[config.mk]
export PLATFORM = sky130hd
export DESIGN_NAME = uart_tx_arbiter
export DESIGN_NICKNAME = d
export VERILOG_FILES = /design/src/rtl/uart_tx_arbiter_pkg.sv /design/src/rtl/uart_tx_arbiter_rr_arbiter.sv /design/src/rtl/uart_tx_arbiter.sv
export SDC_FILE = /design/constraint.sdc
export NUM_CORES = 1
export LEC_CHECK = 0
export CORE_UTILIZATION = 45
export CTS_BUF_LIST = sky130_fd_sc_hd__clkbuf_8
export DETAILED_ROUTE_END_ITERATION = 10
export GPL_TIMING_DRIVEN = 0
export PLACE_DENSITY_LB_ADDON = 0.25
export RECOVER_POWER = 100
export SYNTH_ARGS = -nofsm -noshare
export SYNTH_HDL_FRONTEND = slang
export SYNTH_SLANG_ARGS = --single-unit
[constraint.sdc]
create_clock -name clk -period 5.1 [get_ports clk]
set_input_delay 1.02 -clock clk [delete_from_list [all_inputs] [get_ports clk]]
set_output_delay 1.02 -clock clk [all_outputs]
set_load 0.01 [all_outputs]
[src/rtl/uart_tx_arbiter_pkg.sv]
// Shared types and constants for the UART transmit arbiter.
package uart_tx_arbiter_pkg;

  // Width of one UART payload byte.
  localparam int UART_DATA_SIZE = 8;

  // Frame sequencer states: accept a byte, offer it, wait out the frame.
  typedef enum logic [1:0] {
    UART_ARB_IDLE  = 2'd0,
    UART_ARB_ISSUE = 2'd1,
    UART_ARB_DRAIN = 2'd2
  } type_uart_arb_states_e;

  // Round-robin successor of index k among n requesters.
  function automatic int wrap_inc(input int k, input int n);
    return (k + 1 >= n) ? 0 : k + 1;
  endfunction

endpackage

[src/rtl/uart_tx_arbiter_rr_arbiter.sv]
// Combinational round-robin pick: first asserted request at or after ptr_i,
// wrapping from N-1 back to 0. Returns one-hot grant, its index and a hit flag.
module rr_arbiter #(
  parameter int N  = 4,
  parameter int PW = 2
) (
  input  logic [N-1:0]  req_i,
  input  logic [PW-1:0] ptr_i,
  output logic [N-1:0]  gnt_o,
  output logic [PW-1:0] idx_o,
  output logic          any_o
);

  logic [PW:0] pos;
  logic        found;

  // Scan N positions starting at the pointer; the first hit wins.
  always_comb begin
    gnt_o = '0;
    idx_o = '0;
    found = 1'b0;
    pos   = '0;
    for (int i = 0; i < N; i++) begin
      pos = {1'b0, ptr_i} + (PW+1)'(i);
      if (pos >= (PW+1)'(N)) pos = pos - (PW+1)'(N);
      if (!found && req_i[pos[PW-1:0]]) begin
        found                = 1'b1;
        gnt_o[pos[PW-1:0]]   = 1'b1;
        idx_o                = pos[PW-1:0];
      end
    end
    any_o = found;
  end

endmodule

[src/rtl/uart_tx_arbiter.sv]
// Shares one UART transmitter among NUM_REQ byte producers with
// message-granular round-robin, an owner lock released by a 'last' byte or
// by a stall timeout, and one-frame-at-a-time sequencing of the transmitter.
//
// Handshakes:
//   requester side: byte k is taken in the cycle where req_valid_i[k] and
//     req_ready_o[k] are both high; req_ready_o is a one-cycle one-hot pulse
//     asserted only in IDLE with tx_ready_i high.
//   transmitter side: tx_valid_o stays high in ISSUE until tx_ready_i is seen
//     low (frame started), then drops; the next byte is only offered after
//     tx_ready_i has returned high.
module uart_tx_arbiter
  import uart_tx_arbiter_pkg::*;
#(
  parameter int NUM_REQ      = 4,
  parameter int LOCK_TIMEOUT = 1024,
  parameter int TO_W         = 11
) (
  input  logic                                clk,
  input  logic                                rst,
  input  logic [NUM_REQ-1:0]                  req_valid_i,
  input  logic [NUM_REQ*UART_DATA_SIZE-1:0]   req_data_i,
  input  logic [NUM_REQ-1:0]                  req_last_i,
  output logic [NUM_REQ-1:0]                  req_ready_o,
  output logic [NUM_REQ-1:0]                  grant_o,
  output logic [UART_DATA_SIZE-1:0]           tx_data_o,
  output logic                                tx_valid_o,
  input  logic                                tx_ready_i,
  output logic                                busy_o,
  output type_uart_arb_states_e               dbg_state_o
);

  localparam int PW = (NUM_REQ > 1) ? $clog2(NUM_REQ) : 1;
  localparam bit TO_EN = (LOCK_TIMEOUT > 0);
  localparam logic [TO_W-1:0] TO_LAST = TO_W'((LOCK_TIMEOUT > 0) ? LOCK_TIMEOUT - 1 : 0);

  type_uart_arb_states_e          state_q, state_d;
  logic [NUM_REQ-1:0]             grant_q, grant_d;
  logic                           tx_valid_q, tx_valid_d;
  logic [UART_DATA_SIZE-1:0]      tx_data_q, tx_data_d;
  logic                           busy_q, busy_d;
  logic [PW-1:0]                  rr_ptr_q, rr_ptr_d;
  logic                           lock_q, lock_d;
  logic [PW-1:0]                  owner_q, owner_d;
  logic [TO_W-1:0]                to_cnt_q, to_cnt_d;

  logic [NUM_REQ-1:0]             owner_oh;
  logic [NUM_REQ-1:0]             cand;
  logic [NUM_REQ-1:0]             arb_gnt;
  logic [PW-1:0]                  arb_idx;
  logic                           arb_any;
  logic                           accept;
  logic                           sel_last;
  logic                           owner_valid;
  logic                           timeout_hit;
  logic [UART_DATA_SIZE-1:0]      sel_data;

  // Decode the owner and mux out the byte of whichever requester wins.
  always_comb begin
    owner_oh          = '0;
    owner_oh[owner_q] = 1'b1;
    sel_data          = '0;
    for (int i = 0; i < NUM_REQ; i++) begin
      if (arb_gnt[i]) sel_data = req_data_i[i*UART_DATA_SIZE +: UART_DATA_SIZE];
    end
  end

  // While locked only the owner may compete; otherwise everyone does.
  assign cand        = req_valid_i & (lock_q ? owner_oh : {NUM_REQ{1'b1}});
  assign sel_last    = |(arb_gnt & req_last_i);
  assign owner_valid = |(owner_oh & req_valid_i);
  assign accept      = (state_q == UART_ARB_IDLE) && tx_ready_i && arb_any;
  assign timeout_hit = TO_EN && (to_cnt_q == TO_LAST);

  rr_arbiter #(
    .N  (NUM_REQ),
    .PW (PW)
  ) u_rr (
    .req_i (cand),
    .ptr_i (rr_ptr_q),
    .gnt_o (arb_gnt),
    .idx_o (arb_idx),
    .any_o (arb_any)
  );

  // Next-state logic for the frame sequencer, lock and timeout.
  always_comb begin
    state_d    = state_q;
    grant_d    = grant_q;
    tx_valid_d = tx_valid_q;
    tx_data_d  = tx_data_q;
    rr_ptr_d   = rr_ptr_q;
    lock_d     = lock_q;
    owner_d    = owner_q;
    to_cnt_d   = to_cnt_q;
    unique case (state_q)
      UART_ARB_IDLE: begin
        if (accept) begin
          state_d    = UART_ARB_ISSUE;
          tx_valid_d = 1'b1;
          tx_data_d  = sel_data;
          grant_d    = arb_gnt;
          to_cnt_d   = '0;
          rr_ptr_d   = PW'(wrap_inc(int'(arb_idx), NUM_REQ));
          if (sel_last) begin
            lock_d = 1'b0;
          end else begin
            lock_d  = 1'b1;
            owner_d = arb_idx;
          end
        end else if (lock_q && !owner_valid) begin
          // A silent owner loses the grant once the counter reaches its limit.
          if (timeout_hit) begin
            lock_d   = 1'b0;
            grant_d  = '0;
            rr_ptr_d = PW'(wrap_inc(int'(owner_q), NUM_REQ));
          end else if (TO_EN) begin
            to_cnt_d = to_cnt_q + TO_W'(1);
          end
        end
      end
      UART_ARB_ISSUE: begin
        // Ready dropping means the transmitter has taken the byte.
        if (!tx_ready_i) begin
          state_d    = UART_ARB_DRAIN;
          tx_valid_d = 1'b0;
        end
      end
      UART_ARB_DRAIN: begin
        if (tx_ready_i) begin
          state_d = UART_ARB_IDLE;
          if (!lock_q) grant_d = '0;
        end
      end
      default: begin
        state_d    = UART_ARB_IDLE;
        tx_valid_d = 1'b0;
      end
    endcase
    busy_d = (state_d != UART_ARB_IDLE) || lock_d;
  end

  // State and registered outputs; reset drops everything, including the held byte.
  always_ff @(posedge clk or posedge rst) begin
    if (rst) begin
      state_q    <= UART_ARB_IDLE;
      grant_q    <= '0;
      tx_valid_q <= 1'b0;
      tx_data_q  <= '0;
      busy_q     <= 1'b0;
      rr_ptr_q   <= '0;
      lock_q     <= 1'b0;
      owner_q    <= '0;
      to_cnt_q   <= '0;
    end else begin
      state_q    <= state_d;
      grant_q    <= grant_d;
      tx_valid_q <= tx_valid_d;
      tx_data_q  <= tx_data_d;
      busy_q     <= busy_d;
      rr_ptr_q   <= rr_ptr_d;
      lock_q     <= lock_d;
      owner_q    <= owner_d;
      to_cnt_q   <= to_cnt_d;
    end
  end

  assign req_ready_o = accept ? arb_gnt : '0;
  assign grant_o     = grant_q;
  assign tx_valid_o  = tx_valid_q;
  assign tx_data_o   = tx_data_q;
  assign busy_o      = busy_q;
  assign dbg_state_o = state_q;

endmodule

* Word-level counts from Yosys, hierarchy flattened
Cells that the tools add are included.
** Word-level totals
- Bits in registers :: 32
- Latch bits :: 0
- RAM bits :: 0
- Bits in read-only memories :: 0
- Bits of input ports :: 43
- Output and inout bits :: 20
- Word-level logic and storage cells :: 148
- Memories kept :: 0
** Operators by class
- Add/sub/neg operators :: 10
- $mul :: 0
- Div/mod/pow operators :: 0
- Order comparisons :: 16
- Eq/ne operators :: 10
- Shift-type cells :: 0
- Multiplexer cells :: 66
- Bitwise gates (word level) :: 8
- Reduce and logical (&&, ||, !) cells :: 29
** Operators with widths (count)
- $mux W4 :: 11
- $mux W11 :: 3
- $mux W2 :: 16
- $mux W8 :: 4
- $mux W1 :: 20
- $ge A3 B3 Y1 const B :: 5
- $lt A2 B3 Y1 const B :: 5
- $and A4 B4 Y4 :: 3
- $or A4 B4 Y4 :: 3
- $reduce_and A3 Y1 :: 4
- $add A11 B1 Y11 const B :: 1
- $eq A11 B10 Y1 const B :: 1
- $logic_and A1 B1 Y1 :: 11
- $demux W1 S2 :: 5
- $ge A2 B1 Y1 const B :: 5
- $ne A2 B2 Y1 const B :: 5
- $add A2 B1 Y3 const B :: 3
- $bmux W1 S2 :: 4
- $pmux W4 S2 :: 1
- $reduce_bool A2 Y1 :: 4
- $reduce_or A4 Y1 :: 2
- $sub A2 B1 Y2 const B :: 4
- $add A2 B2 Y3 const B :: 2
- $pmux W2 S3 :: 1
- other kinds (12) :: 16

* Logic depth before layout (Yosys ltp)
- Word-level depth :: 24
- Gate-level depth with buffers :: 11
- Depth with buffers taken out :: 10

* Hierarchy
Synthesis repeated with hierarchy kept, for this count alone.
** Unflattened totals
- Cell total of the unflattened synthesis :: 250
- Area, all modules :: 2312.2 um2
** By module, submodules not included
- uart_tx_arbiter :: instances 1, cells an instance 205, area an instance 1890.6 um2, seq. area each 800.8 um2
- rr_arbiter :: instances 1, cells an instance 45, area an instance 421.7 um2, seq. area each 0.0 um2

* Least setup slack after synthesis
OpenSTA, ideal clock, no wires.
- Path type :: input port to output port
- From :: input port req_valid_i[1]
- To :: output port req_ready_o[2]
- Data arrival time :: 2.769 ns
- Required time :: 4.080 ns
- Setup slack :: 1.311 ns
- Cell stages on the path :: 7
- Buffers on the path :: 1
- Cell sequence :: nor2b_1 -> a32o_1 -> or3_1 -> a211oi_2 -> a221o_1 -> buf_2 -> and2_1
** On the way
- Longest elaborated chain between the ends :: 15
- Elaborated cells on any way between the ends :: 28
- Those cells by class :: mux: 17; bitwise: 4; reduce/logical: 7
** Ends and longest elaborated chain
- start: declaration :: RTL line uart_tx_arbiter.sv:21 : input logic [NUM_REQ-1:0] req_valid_i,
- $and A4 B4 Y4 * :: RTL line uart_tx_arbiter.sv:69 : assign cand = req_valid_i & (lock_q ? owner_oh : {NUM_REQ{1'b1}});
- $bmux W1 S2 :: RTL line uart_tx_arbiter_rr_arbiter.sv:26 : if (!found && req_i[pos[PW-1:0]]) begin
- $mux W1 (not written as such) :: RTL line uart_tx_arbiter_rr_arbiter.sv:26
- $mux W1 :: RTL line uart_tx_arbiter_rr_arbiter.sv:26
- $logic_not A1 Y1 :: RTL line uart_tx_arbiter_rr_arbiter.sv:26
- $logic_and A1 B1 Y1 :: RTL line uart_tx_arbiter_rr_arbiter.sv:26
- $mux W1 :: RTL line uart_tx_arbiter_rr_arbiter.sv:26
- $logic_not A1 Y1 :: RTL line uart_tx_arbiter_rr_arbiter.sv:26
- $logic_and A1 B1 Y1 :: RTL line uart_tx_arbiter_rr_arbiter.sv:26
- $mux W1 :: RTL line uart_tx_arbiter_rr_arbiter.sv:26
- $logic_not A1 Y1 :: RTL line uart_tx_arbiter_rr_arbiter.sv:26
- $logic_and A1 B1 Y1 :: RTL line uart_tx_arbiter_rr_arbiter.sv:26
- $mux W1 :: RTL line uart_tx_arbiter_rr_arbiter.sv:26
- $logic_and A1 B1 Y1 :: RTL line uart_tx_arbiter.sv:72 : assign accept = (state_q == UART_ARB_IDLE) && tx_ready_i && arb_any;
- $mux W4 * :: RTL line uart_tx_arbiter.sv:168 : assign req_ready_o = accept ? arb_gnt : '0;
- end: declaration :: RTL line uart_tx_arbiter.sv:24 : output logic [NUM_REQ-1:0] req_ready_o,
Mark *: on every way between the ends. The rest lies on a longest branch, timed or not. The select of a mux whose other input is x is not followed.

* Worst setup path in the final report
- From :: input port req_valid_i[0]
- To :: output port req_ready_o[3]
The elaborated chain is that of the path after synthesis.

==> run_results.csv <==
group,metric,value,unit
worst_setup_path,setup_crit_end_kind,"primary output",
pwr,cellPowerDensity,591,nW/um2
sta,timing.slew.headroom,11.0,%
yosys,ys_seq_area_share,35.1,%
final_layout,final_cells,395,
final_layout,drive_gt1_share,7.01,%
clock_tree,tritoncts_num_sinks,32,
sta,totalNegativeSetupSlack,0,ns
sta,timing.hold.ws,0.474,ns
yosys,yosys_warnings,0,
final_layout,final_util,64.4,%
yosys,synth_top_cells_by_area,"sky130_fd_sc_hd__dfrtp_1 35%, sky130_fd_sc_hd__ha_1 7.1%, sky130_fd_sc_hd__nand2b_1 4.1%, sky130_fd_sc_hd__nor2_1 4.1%, sky130_fd_sc_hd__nand2_1 3.8%",
worst_setup_path,critical_path.cell_chain,"clkdlybuf4s50_1 -> nor2b_1 -> a32o_1 -> mux2i_2 -> mux2_2 -> a221o_1 -> and2_0 -> clkdlybuf4s50_1",
clock_tree,clock_tree.buffer_depth,2,
sta,report.final.setup_viol,0,
placed_design,placed_cells_incl_taps,385,
floorplanning,initial_core_util,47.4,%
worst_setup_path,worstReg2RegStart,"rr_ptr_q[1]",
yosys,synth_enable_flop_cells,0,
sta,max_slew.worst_pin.slew,1.33,ns
floorplanning,dieHeight,73.2,um
worst_setup_path,critical-path-slowest-cell,"sky130_fd_sc_hd__clkdlybuf4s50_1",
clock_tree,clock_latency,0.29,ns
yosys,synth.net_count,312,
worst_setup_path,worst-r2r-setup-slack,1.24,ns
pwr,p_leak,1.34,nW
final_layout,final_nets,383,
yosys,syn-cell-area,2280,um2
pwr,design_power_total,1.83,mW
worst_setup_path,timing.critical_path.slowest_cell_delay,0.49,ns
worst_setup_path,path_delay_family,"buffers and inverters",
floorplanning,floorplan.die.width,73.2,um
sta,finalHoldViolCount,0,
clock_tree,cts_max_level,2,
floorplanning,die_area,5360,um2
clock_tree,clock-root-buffer,"sky130_fd_sc_hd__clkbuf_8",
yosys,ys_flop_type,"sky130_fd_sc_hd__dfrtp_1",
worst_setup_path,worst_setup_path_startpoint,"req_valid_i[0]",
drt,vias,2145,
min_path,min_path_type,"reg -> reg",
placed_design,dpl.hpwl,4240,um
worst_setup_path,worst_path_arrival,3.90,ns
global_routing,globalRoute.totalOverflow,0,
placed_design,gp_congestion,0.862,
outcome,outcome,"completed",
worst_setup_path,sum_of_buffers_and_inverters_on_the_critical_path,2,
worst_setup_path,worst-setup-path-type,"in -> out",
drt,routed_via_density,5.43,
sta,slew_viol_final,0,
drt,detail_route.first_pass.iterations,4,
global_routing,first_global_vias,2115,
yosys,postSynthRegisterBits,32,
yosys,synthArstFlopShare,100,%
yosys,synth_cell_type_count,50,
yosys,average_cell_area_after_synthesis,8.92,um2
yosys,post-synth-top-area-fraction,35.1,%
global_routing,maximum_number_of_pins_on_one_net_before_global_route_repair,33,
flow_run,maxCapViolCount,0,
yosys,synth.cells.most_frequent,"32 x sky130_fd_sc_hd__dfrtp_1, 25 x sky130_fd_sc_hd__nor2_1, 23 x sky130_fd_sc_hd__nand2_1",
sta,timing.final.crit_share,96.5,%
worst_setup_path,cp_max_fo,11,
worst_setup_path,worst_path_most_repeated_cell,"sky130_fd_sc_hd__clkdlybuf4s50_1",
drt,detail_route.wirelength,5630,um
sta,worst_case_clock_skew,0.0101,ns
drt,starting_drt_drc_count,120,
global_routing,antenna_found_initial,0,
placed_design,port_buffers,62,
floorplanning,ios,63,
clock_tree,tritoncts,"done",
sta,finalWorstPathRequiredPeriod,4.92,ns
drt,wl_per_cell,14.3,um
yosys,post_synth_inst_count,256,
yosys,synthMostInstantiatedCell,"sky130_fd_sc_hd__dfrtp_1",
min_path,min-delay-start,"grant_o[3]",
worst_setup_path,critical_path_required,4.08,ns
final_layout,num_antenna_cells,0,
global_routing,first_pass_grt_wire_length,9500,um
global_routing,grt_usage,23.2,%
floorplanning,floorplan.core_area,4820,um2
drt,detail_route.drc_violations,0,
final_layout,layout-area-overhead-vs-synth,35.8,%
clock_tree,cts_clock_pin_slew_for_the_worst_setup_and_hold_paths,0.07,ns
sta,achievable-frequency,203,MHz
floorplanning,fp-row-count,25,
pwr,ir_drop_worst_case_vdd,0.000303,V
clock_tree,cts_buffers,5,
sta,rsz0062_at_grt,"false",
drt,postRouteAntennaNets,0,
worst_setup_path,start_kind,"input pin",
yosys,area_leader_netlist,"sky130_fd_sc_hd__dfrtp_1",
-- power breakdown --
group	switching [mW]	internal (mW)	total [mW]
registers	0.0884	0.344	0.433
clock network	0.0994	0.0949	0.194
logic	0.681	0.525	1.21
total	0.868	0.964	1.83
-- state kept, by name (all words and copies together), names as in the netlist --
register and cells:
lock_q 1, to_cnt_q 11, grant_o 4, dbg_state_o 2
rr_ptr_q 2, tx_valid_o 1, busy_o 1, owner_q 2
tx_data_o 8
-- stage by stage --
step | worst slack, ns | instance area (um2)
finish | 0.177 | 3100
CTS | 0.0176 | 3080
detailed placement | 0.0275 | 2990
floorplan | 1.31 | 2280
global route | 0.0406 | 3100
global placement | 0.0368 | 2990
-- cells in the final DEF, fill, tap and decap left out, types with 2 or more instances in the layout --
cell type | Yosys | layout
sky130_fd_sc_hd__a221oi_1 | 8 | 8
sky130_fd_sc_hd__a21oi_1 | 16 | 16
sky130_fd_sc_hd__dlygate4sd3_1 | 0 | 19
sky130_fd_sc_hd__nor2b_1 | 6 | 6
sky130_fd_sc_hd__and2_0 | 0 | 2
sky130_fd_sc_hd__and2_1 | 4 | 2
sky130_fd_sc_hd__nand4_1 | 6 | 6
sky130_fd_sc_hd__a32o_1 | 1 | 2
sky130_fd_sc_hd__dfrtp_1 | 32 | 32
sky130_fd_sc_hd__clkbuf_8 | 0 | 5
sky130_fd_sc_hd__clkinv_2 | 0 | 2
sky130_fd_sc_hd__mux2_2 | 2 | 2
sky130_fd_sc_hd__o211ai_1 | 2 | 2
sky130_fd_sc_hd__a31oi_1 | 3 | 3
sky130_fd_sc_hd__nor3_1 | 3 | 3
sky130_fd_sc_hd__clkbuf_1 | 5 | 6
sky130_fd_sc_hd__a22oi_1 | 2 | 2
sky130_fd_sc_hd__xor2_1 | 7 | 7
sky130_fd_sc_hd__a32oi_1 | 3 | 3
sky130_fd_sc_hd__a21o_1 | 5 | 5
sky130_fd_sc_hd__mux2_1 | 2 | 2
sky130_fd_sc_hd__nor2_1 | 25 | 25
sky130_fd_sc_hd__clkdlybuf4s50_1 | 0 | 43
sky130_fd_sc_hd__ha_1 | 13 | 13
sky130_fd_sc_hd__a32oi_4 | 2 | 2
sky130_fd_sc_hd__nand2_1 | 23 | 23
sky130_fd_sc_hd__inv_1 | 8 | 8
sky130_fd_sc_hd__buf_4 | 1 | 3
sky130_fd_sc_hd__nand3_1 | 8 | 8
sky130_fd_sc_hd__and3_1 | 11 | 11
sky130_fd_sc_hd__xnor2_1 | 5 | 5
sky130_fd_sc_hd__o21ai_0 | 13 | 13
sky130_fd_sc_hd__nand2b_1 | 15 | 15
-- layer usage --
layer / up-vias / routed length (um) / track usage, %
met5: - / 0 / 0
met2: 72 / 2650 / 37.9
met3: 7 / 386 / 7.04
li1: 1080 / - / -
met1: 986 / 2510 / 29.7
met4: 0 / 87 / 6.54
-- timing repair --
action                                  in CTS  in global routing
endpoints found under the setup margin       0                  3
setup buffers                                0                  2
gates resized for setup                      0                  3
hold buffers                                 0                  0
-- final cells by class --
class                           instances  area (um2)
Multi-Input combinational cell        207        1430
Inverter                                9        33.8
Clock inverter                          3        18.8
Timing Repair Buffer                   65         639
Fill cell                             440        1720
Sequential cell                        32         801
Buffer                                  7        31.3
Clock buffer                            5        68.8
Tap cell                               67        83.8
-- cells by family (layout without fill, tap and decap cells) --
| group | Yosys count | count (layout) | synth area share, % |
|---|---|---|---|
| simple gates | 105 | 105 | 23.1 |
| compound gates | 70 | 70 | 23.3 |
| flops | 32 | 32 | 35.1 |
| buf+inv | 17 | 89 | 3.01 |
| fa+ha+maj | 13 | 13 | 7.12 |
| xor+xnor | 12 | 12 | 4.60 |
| mux | 7 | 7 | 3.84 |
-- path summary, 6_finish.rpt --
| check | depth (start not counted) | endpoint |
|---|---|---|
| min in group asynchronous | 2 | tx_data_o[5] |
| worst max register to register | 9 | owner_q[1] |
| worst min register to register | 1 | grant_o[3] |
| max in group asynchronous | 3 | busy_o |
| worst min-delay path | 1 | grant_o[3] |
| worst max-delay path | 8 | req_ready_o[3] |
No activity file was read; power rests on OpenSTA's default activity.
